--- src/rtl/sodor_dbg_pkg.sv ---
// Shared types and constants for the Sodor debug-path boot loader.
package sodor_dbg_pkg;

  localparam int unsigned DBG_ADDR_W = 5;
  localparam int unsigned DBG_CNT_W  = 6;

  typedef enum logic [1:0] {
    IDLE,
    LOAD,
    HOLD,
    RUN
  } dbg_state_t;

  // Bits needed to hold a settle delay of 'hold' cycles; never narrower than 1.
  function automatic int unsigned hold_cnt_width(input int unsigned hold);
    if (hold == 0) begin
      return 1;
    end
    return $clog2(hold + 1);
  endfunction

endpackage

--- src/rtl/sodor_hold_counter.sv ---
// Down-counter for the settle delay between the last preload write and core release.
module sodor_hold_counter #(
  parameter int unsigned WIDTH = 1
) (
  input  logic             clock,
  input  logic             reset_n,
  input  logic             load,
  input  logic             enable,
  input  logic [WIDTH-1:0] load_value,
  output logic             zero
);

  logic [WIDTH-1:0] count_q, count_d;

  // Load takes priority; otherwise count down while enabled, parking at zero.
  always_comb begin
    count_d = count_q;
    if (load) begin
      count_d = load_value;
    end else if (enable && (count_q != '0)) begin
      count_d = count_q - 1'b1;
    end
  end

  // Counter register.
  always_ff @(posedge clock or negedge reset_n) begin
    if (!reset_n) begin
      count_q <= '0;
    end else begin
      count_q <= count_d;
    end
  end

  assign zero = (count_q == '0);

endmodule

--- src/rtl/sodor_debug_loader.sv ---
// Boot sequencer: holds the core in reset, replays register-preload commands onto the
// debug write port one per cycle, then releases core reset after a settle delay.
module sodor_debug_loader
  import sodor_dbg_pkg::*;
#(
  parameter int unsigned XLEN        = 32,
  parameter int unsigned HOLD_CYCLES = 4
) (
  input  logic                  clock,
  input  logic                  reset_n,
  input  logic                  cmd_valid,
  output logic                  cmd_ready,
  input  logic [DBG_ADDR_W-1:0] cmd_addr,
  input  logic [XLEN-1:0]       cmd_data,
  input  logic                  cmd_last,
  input  logic                  restart,
  output logic [DBG_ADDR_W-1:0] ddpath_addr,
  output logic [XLEN-1:0]       ddpath_wdata,
  output logic                  ddpath_wen,
  output logic                  core_reset,
  output logic                  busy,
  output logic                  done,
  output logic                  err,
  output logic [DBG_CNT_W-1:0]  wr_count
);

  localparam int unsigned         HoldW    = hold_cnt_width(HOLD_CYCLES);
  localparam logic [HoldW-1:0]    HoldLoad = HoldW'(HOLD_CYCLES);
  localparam logic [DBG_CNT_W-1:0] CntMax  = '1;

  dbg_state_t state_q, state_d;

  logic                  accept;
  logic                  write_ok;
  logic                  hold_load;
  logic                  hold_en;
  logic                  hold_zero;

  logic [DBG_ADDR_W-1:0] addr_q;
  logic [XLEN-1:0]       wdata_q;
  logic                  wen_q;
  logic                  core_reset_q;
  logic                  err_q;
  logic [DBG_CNT_W-1:0]  wr_count_q;

  // restart wins over a command presented in the same cycle.
  assign accept    = cmd_valid && cmd_ready && !restart;
  // Writes to x0 are swallowed: accepted but never strobed.
  assign write_ok  = accept && (cmd_addr != '0);
  assign hold_load = accept && cmd_last;
  assign hold_en   = (state_q == HOLD);

  sodor_hold_counter #(
    .WIDTH (HoldW)
  ) u_hold_counter (
    .clock      (clock),
    .reset_n    (reset_n),
    .load       (hold_load),
    .enable     (hold_en),
    .load_value (HoldLoad),
    .zero       (hold_zero)
  );

  // State register.
  always_ff @(posedge clock or negedge reset_n) begin
    if (!reset_n) begin
      state_q <= IDLE;
    end else begin
      state_q <= state_d;
    end
  end

  // Next-state logic.
  always_comb begin
    state_d = state_q;
    if (restart) begin
      state_d = IDLE;
    end else begin
      unique case (state_q)
        IDLE, LOAD: begin
          if (accept) begin
            state_d = cmd_last ? HOLD : LOAD;
          end
        end
        HOLD: begin
          if (hold_zero) begin
            state_d = RUN;
          end
        end
        RUN:     state_d = RUN;
        default: state_d = IDLE;
      endcase
    end
  end

  // State-decoded outputs.
  always_comb begin
    cmd_ready = 1'b0;
    busy      = 1'b0;
    done      = 1'b0;
    unique case (state_q)
      IDLE: cmd_ready = 1'b1;
      LOAD: begin
        cmd_ready = 1'b1;
        busy      = 1'b1;
      end
      HOLD:    busy = 1'b1;
      RUN:     done = 1'b1;
      default: ;
    endcase
  end

  // Debug-path write port; address/data hold between strobes and survive restart.
  always_ff @(posedge clock or negedge reset_n) begin
    if (!reset_n) begin
      addr_q  <= '0;
      wdata_q <= '0;
      wen_q   <= 1'b0;
    end else begin
      wen_q <= write_ok;
      if (write_ok) begin
        addr_q  <= cmd_addr;
        wdata_q <= cmd_data;
      end
    end
  end

  // Write counter (saturating) and sticky x0-write error; both cleared by restart.
  always_ff @(posedge clock or negedge reset_n) begin
    if (!reset_n) begin
      wr_count_q <= '0;
      err_q      <= 1'b0;
    end else if (restart) begin
      wr_count_q <= '0;
      err_q      <= 1'b0;
    end else begin
      if (write_ok && (wr_count_q != CntMax)) begin
        wr_count_q <= wr_count_q + 1'b1;
      end
      if (accept && (cmd_addr == '0)) begin
        err_q <= 1'b1;
      end
    end
  end

  // Core reset is a flop tracking the upcoming state, so it changes with the state register.
  always_ff @(posedge clock or negedge reset_n) begin
    if (!reset_n) begin
      core_reset_q <= 1'b1;
    end else begin
      core_reset_q <= (state_d != RUN);
    end
  end

  assign ddpath_addr  = addr_q;
  assign ddpath_wdata = wdata_q;
  assign ddpath_wen   = wen_q;
  assign core_reset   = core_reset_q;
  assign err          = err_q;
  assign wr_count     = wr_count_q;

endmodule

--- config.mk ---
export PLATFORM = sky130hd
export DESIGN_NAME = sodor_debug_loader
export DESIGN_NICKNAME = d
export VERILOG_FILES = /design/src/rtl/sodor_dbg_pkg.sv /design/src/rtl/sodor_hold_counter.sv /design/src/rtl/sodor_debug_loader.sv
export SDC_FILE = /design/constraint.sdc
export NUM_CORES = 1
export LEC_CHECK = 0
export CAP_MARGIN = 10
export CELL_PAD_IN_SITES_DETAIL_PLACEMENT = 1
export CELL_PAD_IN_SITES_GLOBAL_PLACEMENT = 2
export CORE_MARGIN = 1.5
export CORE_UTILIZATION = 27
export DETAILED_ROUTE_END_ITERATION = 10
export PLACE_DENSITY = 0.89
export SYNTH_ARGS = -nofsm -noshare
export SYNTH_HDL_FRONTEND = slang
export SYNTH_SLANG_ARGS = --single-unit
--- constraint.sdc ---
create_clock -name clock -period 2.4 [get_ports clock]
set_clock_uncertainty 0.05 [all_clocks]
set_input_delay 0.48 -clock clock [delete_from_list [all_inputs] [get_ports clock]]
set_output_delay 0.48 -clock clock [all_outputs]
set_load 0.02 [all_outputs]
==> summary.md <==
The flow ran to the end, and the final reports show no timing, DRC or antenna violations. The sum of net half-perimeters after detailed placement came out at 4120 um. The first global-routing pass estimated 8740 um of wire. Number of endpoints with negative hold slack in the final report: 0. Critical path capture point type: a primary output.

The weighted congestion reported at the end of routability-driven placement came out at 0.710. Counting stages on the worst path, the most repeated cell is sky130_fd_sc_hd__inv_1. The area used by sequential logic in the layout is 1280 um^2. Global routing finished with a remaining overflow of 0. TritonCTS built the clock tree. The clock period could shrink to 2.28 ns.

The fraction of met2 tracks used by global routing came out at 0.224. For the global-route track usage on met1, the log shows 0.157. The Yosys step of the flow raised 0 warnings.

STA classifies the critical path startpoint as a flop. Once placement finished, the instance area stood at 3270 um^2. The global-route usage over all layers was 0.130. The worst-case headroom to the max-slew limit is 0.776, and the insertion delay of the later-clocked pin in the worst-skew pair is 0.30 ns. The total power per unit cell area is 906 nW/um^2, and the net count of the finished layout is 308. The logs give 51 for the total clock sinks and 2210 um^2 for the area of the mapped netlist. TritonCTS created 5 clock buffers.

The run gives 91 as the number of I/O pins. The number of nets handed over by synthesis was 210. Static timing analysis puts the maximum clock frequency at 0.439 GHz.

The run gives 0.283 as the starting density of the core. The critical path goes through inv_1 > ha_1 > nor2_4 > inv_1 > clkdlybuf4s50_1. Broken down by cell family, the worst path's largest delay share belongs to buffers and inverters. The xor/xnor share of the synthesized area came out at 0.00396.

The number of global-route vias before repair was 1,715. The number of antenna repair diodes was 0; the share of post-route cells with drive strength above 1 was 0.0962. The number of detailed-routing iterations run before antenna repair was 3; the pin count of the biggest net entering global routing was 52. The initial antenna violation count was 0; the total negative slack for setup checks was 0 ns. The finished cells cover 3360 um^2.

The logs give 2 for the maximum root-to-sink buffer count and 829 for the count of fill cells added during filler insertion. The fraction of the mapped netlist area in simple logic gates is 0.0826, and the DRC violations left is 0. After detailed routing, the average wire length per cell comes to 15.0 um. The compound-cell area share of the yosys netlist is 0.0606, and the number of placement rows is 32. Compared with the post-synthesis result, the final layout area differs by 52.0%. The post-CTS setup buffer count was 0; the x dimension of the die was 93.5 um. Synthesis produced a netlist whose cell count is 161.

The tools report the die footprint as 8740 um^2. Setup repair after global routing left no endpoint under its margin. Final period utilization: 0.949. For the wire length after detailed routing, the log shows 5420 um. For the pin with the worst max-slew slack, the measured transition is 0.335 ns.

For the worst setup path, the data required time is 1.87 ns. The cell sitting at the root of the clock tree is a sky130_fd_sc_hd__clkbuf_8. The run gives 0.430 as the post-route core utilization. The logs give 3.05 mW for the overall power and 2 for the maximum level of the CTS H-tree. The largest stage delay on the critical path was 0.53 ns; the maximum vdd drop was 399 uV. Cell with the biggest individual delay on the critical path: sky130_fd_sc_hd__clkdlybuf4s50_1. For the number of max-slew violations in the final report, the log shows 0.

In this run the remaining antenna-violating nets after routing total 0. The met3 demand-to-capacity share in global routing came out at 0.0374. The synthesized design contains 0 enable-type register cells. The global routing stage identified its most utilized layer as met2. The combinational family with the most area after synthesis is multiplexers. For this design the static power due to leakage is 1.39 nW.

During placement, the flow inserted port buffers numbering 90. The placeable core area was 7810 um^2. The type of the setup path with the least slack was flop to primary output. Adder and majority cell fraction of the synthesized area: 0.0396.

Setup violations remaining at the end of the flow were counted as 0. The multi-input combinational cells in the finished layout cover a total of 858 um^2. Across the run, the number of max-cap violations was 0. The height of the die was 93.5 um; the buffer and inverter count on the worst path was 3. The clock slew at the register clock pins of the worst setup and hold paths is 0.09 ns, and the maximum net fanout on the critical path is 5.

Among all flip-flop cells after synthesis, the most frequent one is sky130_fd_sc_hd__dfrtp_1. The detailed-route vias per instance works out to 4.46. The logs give 1,615 for the routed via count and 1.75 ns for the data arrival time of the worst path. Counting distinct cell types in the post-synthesis netlist gives 32. The total of flip-flops plus latches after synthesis is 51. The path class of the tightest hold or removal check is primary input to async pin. The multiplexer share of the synthesized area came out at 0.198. The proportion of synthesized flip-flops having asynchronous set or reset was 1.00; the mean instance size in the synthesized netlist was 13.7 um^2. The fraction of the yosys area taken by sequential cells came out at 0.578.

Violation count after the first detailed-routing iteration: 14.
[state kept, by name, indices dropped and copies added, names as in the netlist]
register,cells
state_q,2
err,1
u_hold_counter.count_q,3
ddpath_wdata,32
core_reset,1
ddpath_addr,5
wr_count,6
ddpath_wen,1
[final cells by class]
class | count | area share
Clock inverter | 2 | 0.00372
Inverter | 9 | 0.0101
Timing Repair Buffer | 96 | 0.291
Tap cell | 102 | 0.0380
Clock buffer | 6 | 0.0216
Multi-Input combinational cell | 96 | 0.255
Sequential cell | 51 | 0.380
[through the flow]
step	cells	setup WS (ns)	hold slack, ns
final	362	0.122	0.0914
after global routing	362	0.0160	0.114
after CTS	362	0.0456	0.119
after detailed placement	354	0.0900	0.425
after global placement	354	0.138	0.416
after floorplan	161	0.665	0.134
[layout by cell type (no fill, tap or decap), types with 4 or more instances in the layout]
cell type	n
sky130_fd_sc_hd__ha_1	7
sky130_fd_sc_hd__a311oi_1	4
sky130_fd_sc_hd__nand2_1	7
sky130_fd_sc_hd__a21oi_1	5
sky130_fd_sc_hd__dfrtp_1	50
sky130_fd_sc_hd__clkdlybuf4s50_1	89
sky130_fd_sc_hd__nor2_1	4
sky130_fd_sc_hd__nor2b_1	4
sky130_fd_sc_hd__clkbuf_8	5
sky130_fd_sc_hd__inv_1	9
sky130_fd_sc_hd__mux2_1	35
[power breakdown]
group | internal (mW) | switching, mW | leakage, nW | total [mW]
clock | 0.204 | 0.275 | 0.0412 | 0.480
combinational | 0.683 | 0.631 | 0.731 | 1.31
sequential | 1.11 | 0.139 | 0.615 | 1.25
total | 2.00 | 1.05 | 1.39 | 3.05
[timing repair]
action                     CTS  global route
gates resized for setup      1             1
setup endpoints to repair    1             1
hold buffers                 0             0
gates cloned                 0             0
pin swaps                    0             0
[cells by family (layout without fill, tap and decap cells)]
family	Yosys count	after routing
compound gates	20	20
xor+xnor	1	1
fa+ha+maj	7	7
buf+inv	14	113
flops	51	51
mux	39	39
simple gates	29	29
[synthesized netlist by cell type, types with 2 or more instances]
cell type | number | area, um^2
sky130_fd_sc_hd__a21oi_1 | 5 | 25.0
sky130_fd_sc_hd__a311oi_1 | 4 | 35.0
sky130_fd_sc_hd__a31oi_1 | 3 | 18.8
sky130_fd_sc_hd__a41oi_1 | 2 | 17.5
sky130_fd_sc_hd__and3_1 | 2 | 12.5
sky130_fd_sc_hd__buf_6 | 4 | 45.0
sky130_fd_sc_hd__dfrtp_1 | 50 | 1250
sky130_fd_sc_hd__ha_1 | 7 | 87.6
sky130_fd_sc_hd__inv_1 | 9 | 33.8
sky130_fd_sc_hd__mux2_1 | 35 | 394
sky130_fd_sc_hd__mux2_2 | 3 | 33.8
sky130_fd_sc_hd__nand2_1 | 7 | 26.3
sky130_fd_sc_hd__nor2_1 | 5 | 18.8
sky130_fd_sc_hd__nor2b_1 | 4 | 25.0
sky130_fd_sc_hd__nor3_2 | 2 | 20.0
sky130_fd_sc_hd__o21ai_0 | 3 | 15.0
[path summary, 6_finish.rpt]
| path | slack (ns) | end | cells after the start | from |
|---|---|---|---|---|
| worst min-delay path | 0.09 | ddpath_wdata[13]$_DFFE_PN0P_ | 2 | reset_n |
| worst min register to register | 0.44 | ddpath_wdata[11]$_DFFE_PN0P_ | 1 | ddpath_wdata[11]$_DFFE_PN0P_ |
| worst max-delay path | 0.12 | cmd_ready | 5 | state_q[0]$_DFF_PN0_ |
| max in group asynchronous | 1.88 | core_reset$_DFF_PN1_ | 2 | reset_n |
| worst max register to register | 0.40 | ddpath_wdata[2]$_DFFE_PN0P_ | 7 | state_q[0]$_DFF_PN0_ |
| min in group clock | 0.44 | ddpath_wdata[11]$_DFFE_PN0P_ | 1 | ddpath_wdata[11]$_DFFE_PN0P_ |
[per-layer routing]
layer | wire length (um) | vias to the layer above
met4 | 72 | 0
li1 | - | 758
met2 | 2770 | 48
met1 | 2270 | 801
met3 | 310 | 8
met5 | 0 | -
[worst register-to-register path: stages (launching register included)]
cell,delay (ns)
sky130_fd_sc_hd__dfrtp_1,0.42
sky130_fd_sc_hd__inv_1,0.10
sky130_fd_sc_hd__ha_1,0.20
sky130_fd_sc_hd__nor2_4,0.06
sky130_fd_sc_hd__or2_4,0.29
sky130_fd_sc_hd__nor2_8,0.23
sky130_fd_sc_hd__buf_4,0.21
sky130_fd_sc_hd__mux2_1,0.33
Note: power is estimated with default switching activity, not from simulation.
==> patch 1: new RTL, config.mk and constraints unchanged <==
Set the package constant `DBG_ADDR_W` to 6 (it was 5).
--- a/src/rtl/sodor_dbg_pkg.sv
+++ b/src/rtl/sodor_dbg_pkg.sv
@@ -1,7 +1,7 @@
 // Shared types and constants for the Sodor debug-path boot loader.
 package sodor_dbg_pkg;
 
-  localparam int unsigned DBG_ADDR_W = 5;
+  localparam int unsigned DBG_ADDR_W = 6;
   localparam int unsigned DBG_CNT_W  = 6;
 
   typedef enum logic [1:0] {
Ports: changed (resized cmd_addr and ddpath_addr); port bits go from 91 to 93. No check against the original RTL was run, so the function may have changed too.
==> patch 1 against the original RTL <==
Worst setup slack improved by 0.075 ns. First-iteration DRC count rose to 2.6 times the old value. Utilization fell by 2.3 points. Final area rose by 5.2%. Critical path type unchanged. Sequential cell count rose by 1. Sequential share of layout area fell by 1.2 points. Count of clock-buffer cells in the layout did not move. Synthesized area rose by 8.3%. Global-route usage barely moved. Largest power group unchanged. Sequential power rose by 4%. Power rose by 8.8%. Routed wire length rose by 10%.
==> patch 1: results (changes against the original RTL) <==
Post-Syn Nets=208 (was 210); first-pass GRT wire length=9720 µm (was 8740 µm); GRT Resource Usage Total=0.129 (was 0.130); Longest Clk Path Bufs=2 (unchanged); Worst-Margin Slew=0.405 ns (was 0.335 ns); port bufs=92 (was 90); Final HPWL DP=4580 µm (was 4120 µm); Worst VDD drop=284 µV (was 399 µV); Post-synth ARST share=1.00 (unchanged); Nets=309 (was 308); crit-path max FO=4 (was 5); Synth cell types=37 (was 32); Post-synth top cells=dfrtp_1, mux2_4, inv_1 (was dfrtp_1, mux2_1, inv_1); Final GP Congestion=0.757 (was 0.710); routed vias/inst=4.52 (was 4.46); largest net degree at the start of global routing=25 (was 52); fraction of layout cells with a size suffix above 1=0.231 (was 0.0962); DR WL/cell=16.2 µm (was 15.0 µm); drt initial violations=37 (was 14); synth top area cells=dfrtp_1, mux2_4, ha_1 (was dfrtp_1, mux2_1, ha_1); initial antenna violation count=0 (unchanged); sequential area share after synthesis=0.544 (was 0.578); placed insts=360 (was 354); number of global-route vias before repair=1,792 (was 1,715); Pleak=1.52 nW (was 1.39 nW); Fillers=935 (was 829); status=complete, no violations (unchanged); final hold vios=0 (unchanged); via count=1,663 (was 1,615); full die area=9440 µm² (was 8740 µm²); CTS Buf Count=5 (unchanged); Post-Synthesis Cells=158 (was 161); Data arrival, critical path=1.67 ns (was 1.75 ns)
## patch 1: layout make-up
| type | instances | area (µm²) | area share |
|---|---|---|---|
| inverter | 10 | 42.5 | 0.0120 |
| sequential | 52 | 1300 | 0.368 |
| clock inverter | 2 | 16.3 | 0.00460 |
| multi-input combinational | 91 | 982 | 0.278 |
| tap | 108 | 135 | 0.0382 |
| timing repair buffer | 99 | 983 | 0.278 |
| clock buffer | 6 | 72.6 | 0.0205 |
## patch 1: per-layer routing
layer	track usage	wire length [µm]
met1	0.161	2570
met2	0.224	3040
met3	0.0338	312
met4	0.0301	50
met5	0	0
## patch 1: stage by stage
step           setup WS [ns]  area, µm²  hold slack, ns
6_report               0.197       3530          0.0419
5_1_grt                0.130       3530          0.0466
4_1_cts              0.00529       3530          0.0504
3_5_place_dp           0.121       3440           0.390
3_3_place_gp           0.180       3440           0.381
2_1_floorplan          0.658       2390           0.134
## patch 1: power by group
part | switching, mW | internal, mW
registers | 0.162 | 1.14
logic | 0.662 | 0.856
clock network | 0.291 | 0.208
## patch 1: worst paths after layout
kind | startpoint | to | slack, ns | cells past startpoint
worst max-delay path | state_q[0] | busy | 0.20 | 3
worst min-delay path | reset_n | u_hold_counter.count_q[1] | 0.04 | 1
worst max register to register | state_q[0] | ddpath_wdata[12] | 0.46 | 8
worst min register to register | ddpath_wdata[0] | ddpath_wdata[0] | 0.45 | 1
max in group asynchronous | reset_n | ddpath_wdata[25] | 1.66 | 2
min in group clock | ddpath_wdata[0] | ddpath_wdata[0] | 0.45 | 1
## patch 1: what timing repair did
action,CTS,global route
gates resized for setup,1,2
setup endpoints to repair,1,1
setup buffers,0,0
## patch 1: logic make-up (layout without fill, tap and decap cells)
kind of cell | count (synthesis) | in the layout | share of synthesized area
compound gates | 19 | 19 | 0.0575
xor+xnor | 1 | 1 | 0.00366
fa+ha+maj | 7 | 7 | 0.0366
buf+inv | 15 | 117 | 0.0491
flops | 52 | 52 | 0.544
mux | 39 | 39 | 0.239
simple gates | 25 | 25 | 0.0700
## patch 1: critical path, cell delays in order, from the launching register on
cell and delay, ns:
dfrtp_1 0.42, inv_1 0.08, ha_1 0.28, clkdlybuf4s50_1 0.59
==> patch 2: new RTL, same flow settings <==
Without the edit above. Register the output `wr_count` once more, without a reset; this adds one clock of latency there. The other outputs are not delayed to match.
--- a/src/rtl/sodor_debug_loader.sv
+++ b/src/rtl/sodor_debug_loader.sv
@@ -157,7 +157,9 @@
   assign ddpath_wen   = wen_q;
   assign core_reset   = core_reset_q;
   assign err          = err_q;
-  assign wr_count     = wr_count_q;
+  always_ff @(posedge clock) begin
+    wr_count <= wr_count_q;
+  end
 
 endmodule
 
Behaviour: not the same (a bounded check fails within 4 cycles, from zero or initial values and one cycle with reset_n low).
==> patch 2 against the original RTL <==
Sequential cell count up 6. Critical path depth is 2 lower. Via count is 3.3% higher. Routed wire length grew 4.9%. Worst setup slack improved by 0.018 ns. Largest cell class unchanged. The run now ends with DRC left. Final cell count up 3.3%. Synthesized area rose by 12%. Synthesized cell count grew 1.2%. Count of clock-buffer cells in the layout grew 7. Power is 55% higher. Final area increased by 8.8%.
==> patch 2: results (changes against the original RTL) <==
DR DRC count=7 (was 0); Post-synth ARST share=0.895 (was 1.00); largest net degree at the start of global routing=35 (was 52); Worst VDD drop=511 µV (was 399 µV); EDFF count, synth=0 (unchanged); area post-placement=3450 µm² (was 3270 µm²); sequential power=1.60 mW (was 1.25 mW); Post-Syn Nets=212 (was 210); CTS Buf Count=9 (was 5); synth top area cells=dfrtp_1, mux2_4, dfxtp_1 (was dfrtp_1, mux2_1, ha_1); drt initial violations=49 (was 14); Data arrival, critical path=1.73 ns (was 1.75 ns); failing checks=DRC; switching share of power=0.335 (was 0.343); CTS clk-pin slew, worst paths=0.06 ns (was 0.09 ns); Net Sw Power=1.58 mW (was 1.05 mW); number of global-route vias before repair=1,819 (was 1,715); Post-Synthesis Cells=163 (was 161); clock power share=0.186 (was 0.157); max-slew violations=0 (unchanged); first-pass GRT wire length=9070 µm (was 8740 µm); placed insts=358 (was 354); initial antenna violation count=0 (unchanged); routed vias/inst=4.46 (about the same); Nets=310 (was 308); YS warnings=0 (unchanged); Pleak=1.60 nW (was 1.39 nW); status=complete, but fails checks (was complete, no violations); Slew headroom=0.658 (was 0.776); port bufs=90 (unchanged); DR WL/cell=15.2 µm (was 15.0 µm); Synth cell types=39 (was 32); sequential area share after synthesis=0.566 (was 0.578); Post-synth top cells=dfrtp_1, mux2_4, mux2_2 (was dfrtp_1, mux2_1, inv_1); n_diodes=0 (unchanged); crit-path max FO=5 (unchanged); Hold Path Class=input pin to asynchronous set/reset pin (unchanged); Total Wirelength=5690 µm (was 5420 µm); worst slack, placed=0.101 ns (was 0.0900 ns); CTS H-tree lvls=3 (was 2); Final HPWL DP=4220 µm (was 4120 µm); fraction of layout cells with a size suffix above 1=0.233 (was 0.0962); max reg flops=32 (unchanged); Most used DFF post-synth=dfrtp_1 (unchanged); Final GP Congestion=0.749 (was 0.710); clk_lat worst skew=0.32 ns (was 0.30 ns); GRT Resource Usage Total=0.120 (was 0.130); CTS Root Cell=clkbuf_8 (unchanged); Detailed Routing Iterations Pass 1=7 (was 3); Longest Clk Path Bufs=2 (unchanged); Fillers=924 (was 829)
patch 2: repair_timing:
item	CTS	global route
setup buffers	0	0
endpoints found under the setup margin	0	1
hold buffers	0	0
hold endpoints to repair	0	0
gates resized for setup	0	1
patch 2: final timing paths:
path,slack [ns],to,depth (start not counted),from
max in group asynchronous,1.61,core_reset,2,reset_n
hold / removal,0.08,ddpath_wdata[4],1,reset_n
setup / recovery,0.14,busy,3,state_q[0]
min in group clock,0.41,wr_count[3],0,wr_count_q[3]
hold reg to reg,0.41,wr_count[3],0,wr_count_q[3]
setup reg to reg,0.33,ddpath_wdata[2],7,state_q[0]
patch 2: per-layer routing:
layer	track usage	up-vias	wire length (µm)
met5	0	-	0
met4	0.0275	0	43
met3	0.0475	4	403
met2	0.204	58	2910
met1	0.145	833	2330
li1	-	774	-
patch 2: area by class of cell:
type | instances | area [µm²] | share of cell area
sequential | 57 | 1400 | 0.382
multi-input combinational | 93 | 957 | 0.262
timing repair buffer | 93 | 933 | 0.255
clock buffer | 13 | 159 | 0.0435
tap | 108 | 135 | 0.0370
clock inverter | 3 | 40.0 | 0.0110
inverter | 7 | 33.8 | 0.00924
patch 2: critical path: stages (launching register included):
cell and delay (ns):
dfrtp_1 0.43, inv_1 0.11, ha_1 0.28, clkdlybuf4s50_1 0.60
patch 2: kinds of logic (layout without fill, tap and decap cells):
kind of cell | after synthesis | count (layout) | share of synthesized area
xor+xnor | 1 | 1 | 0.00355
mux | 40 | 40 | 0.224
fa+ha+maj | 7 | 7 | 0.0355
simple gates | 31 | 31 | 0.0801
compound gates | 14 | 14 | 0.0451
buf+inv | 13 | 116 | 0.0456
flops | 57 | 57 | 0.566
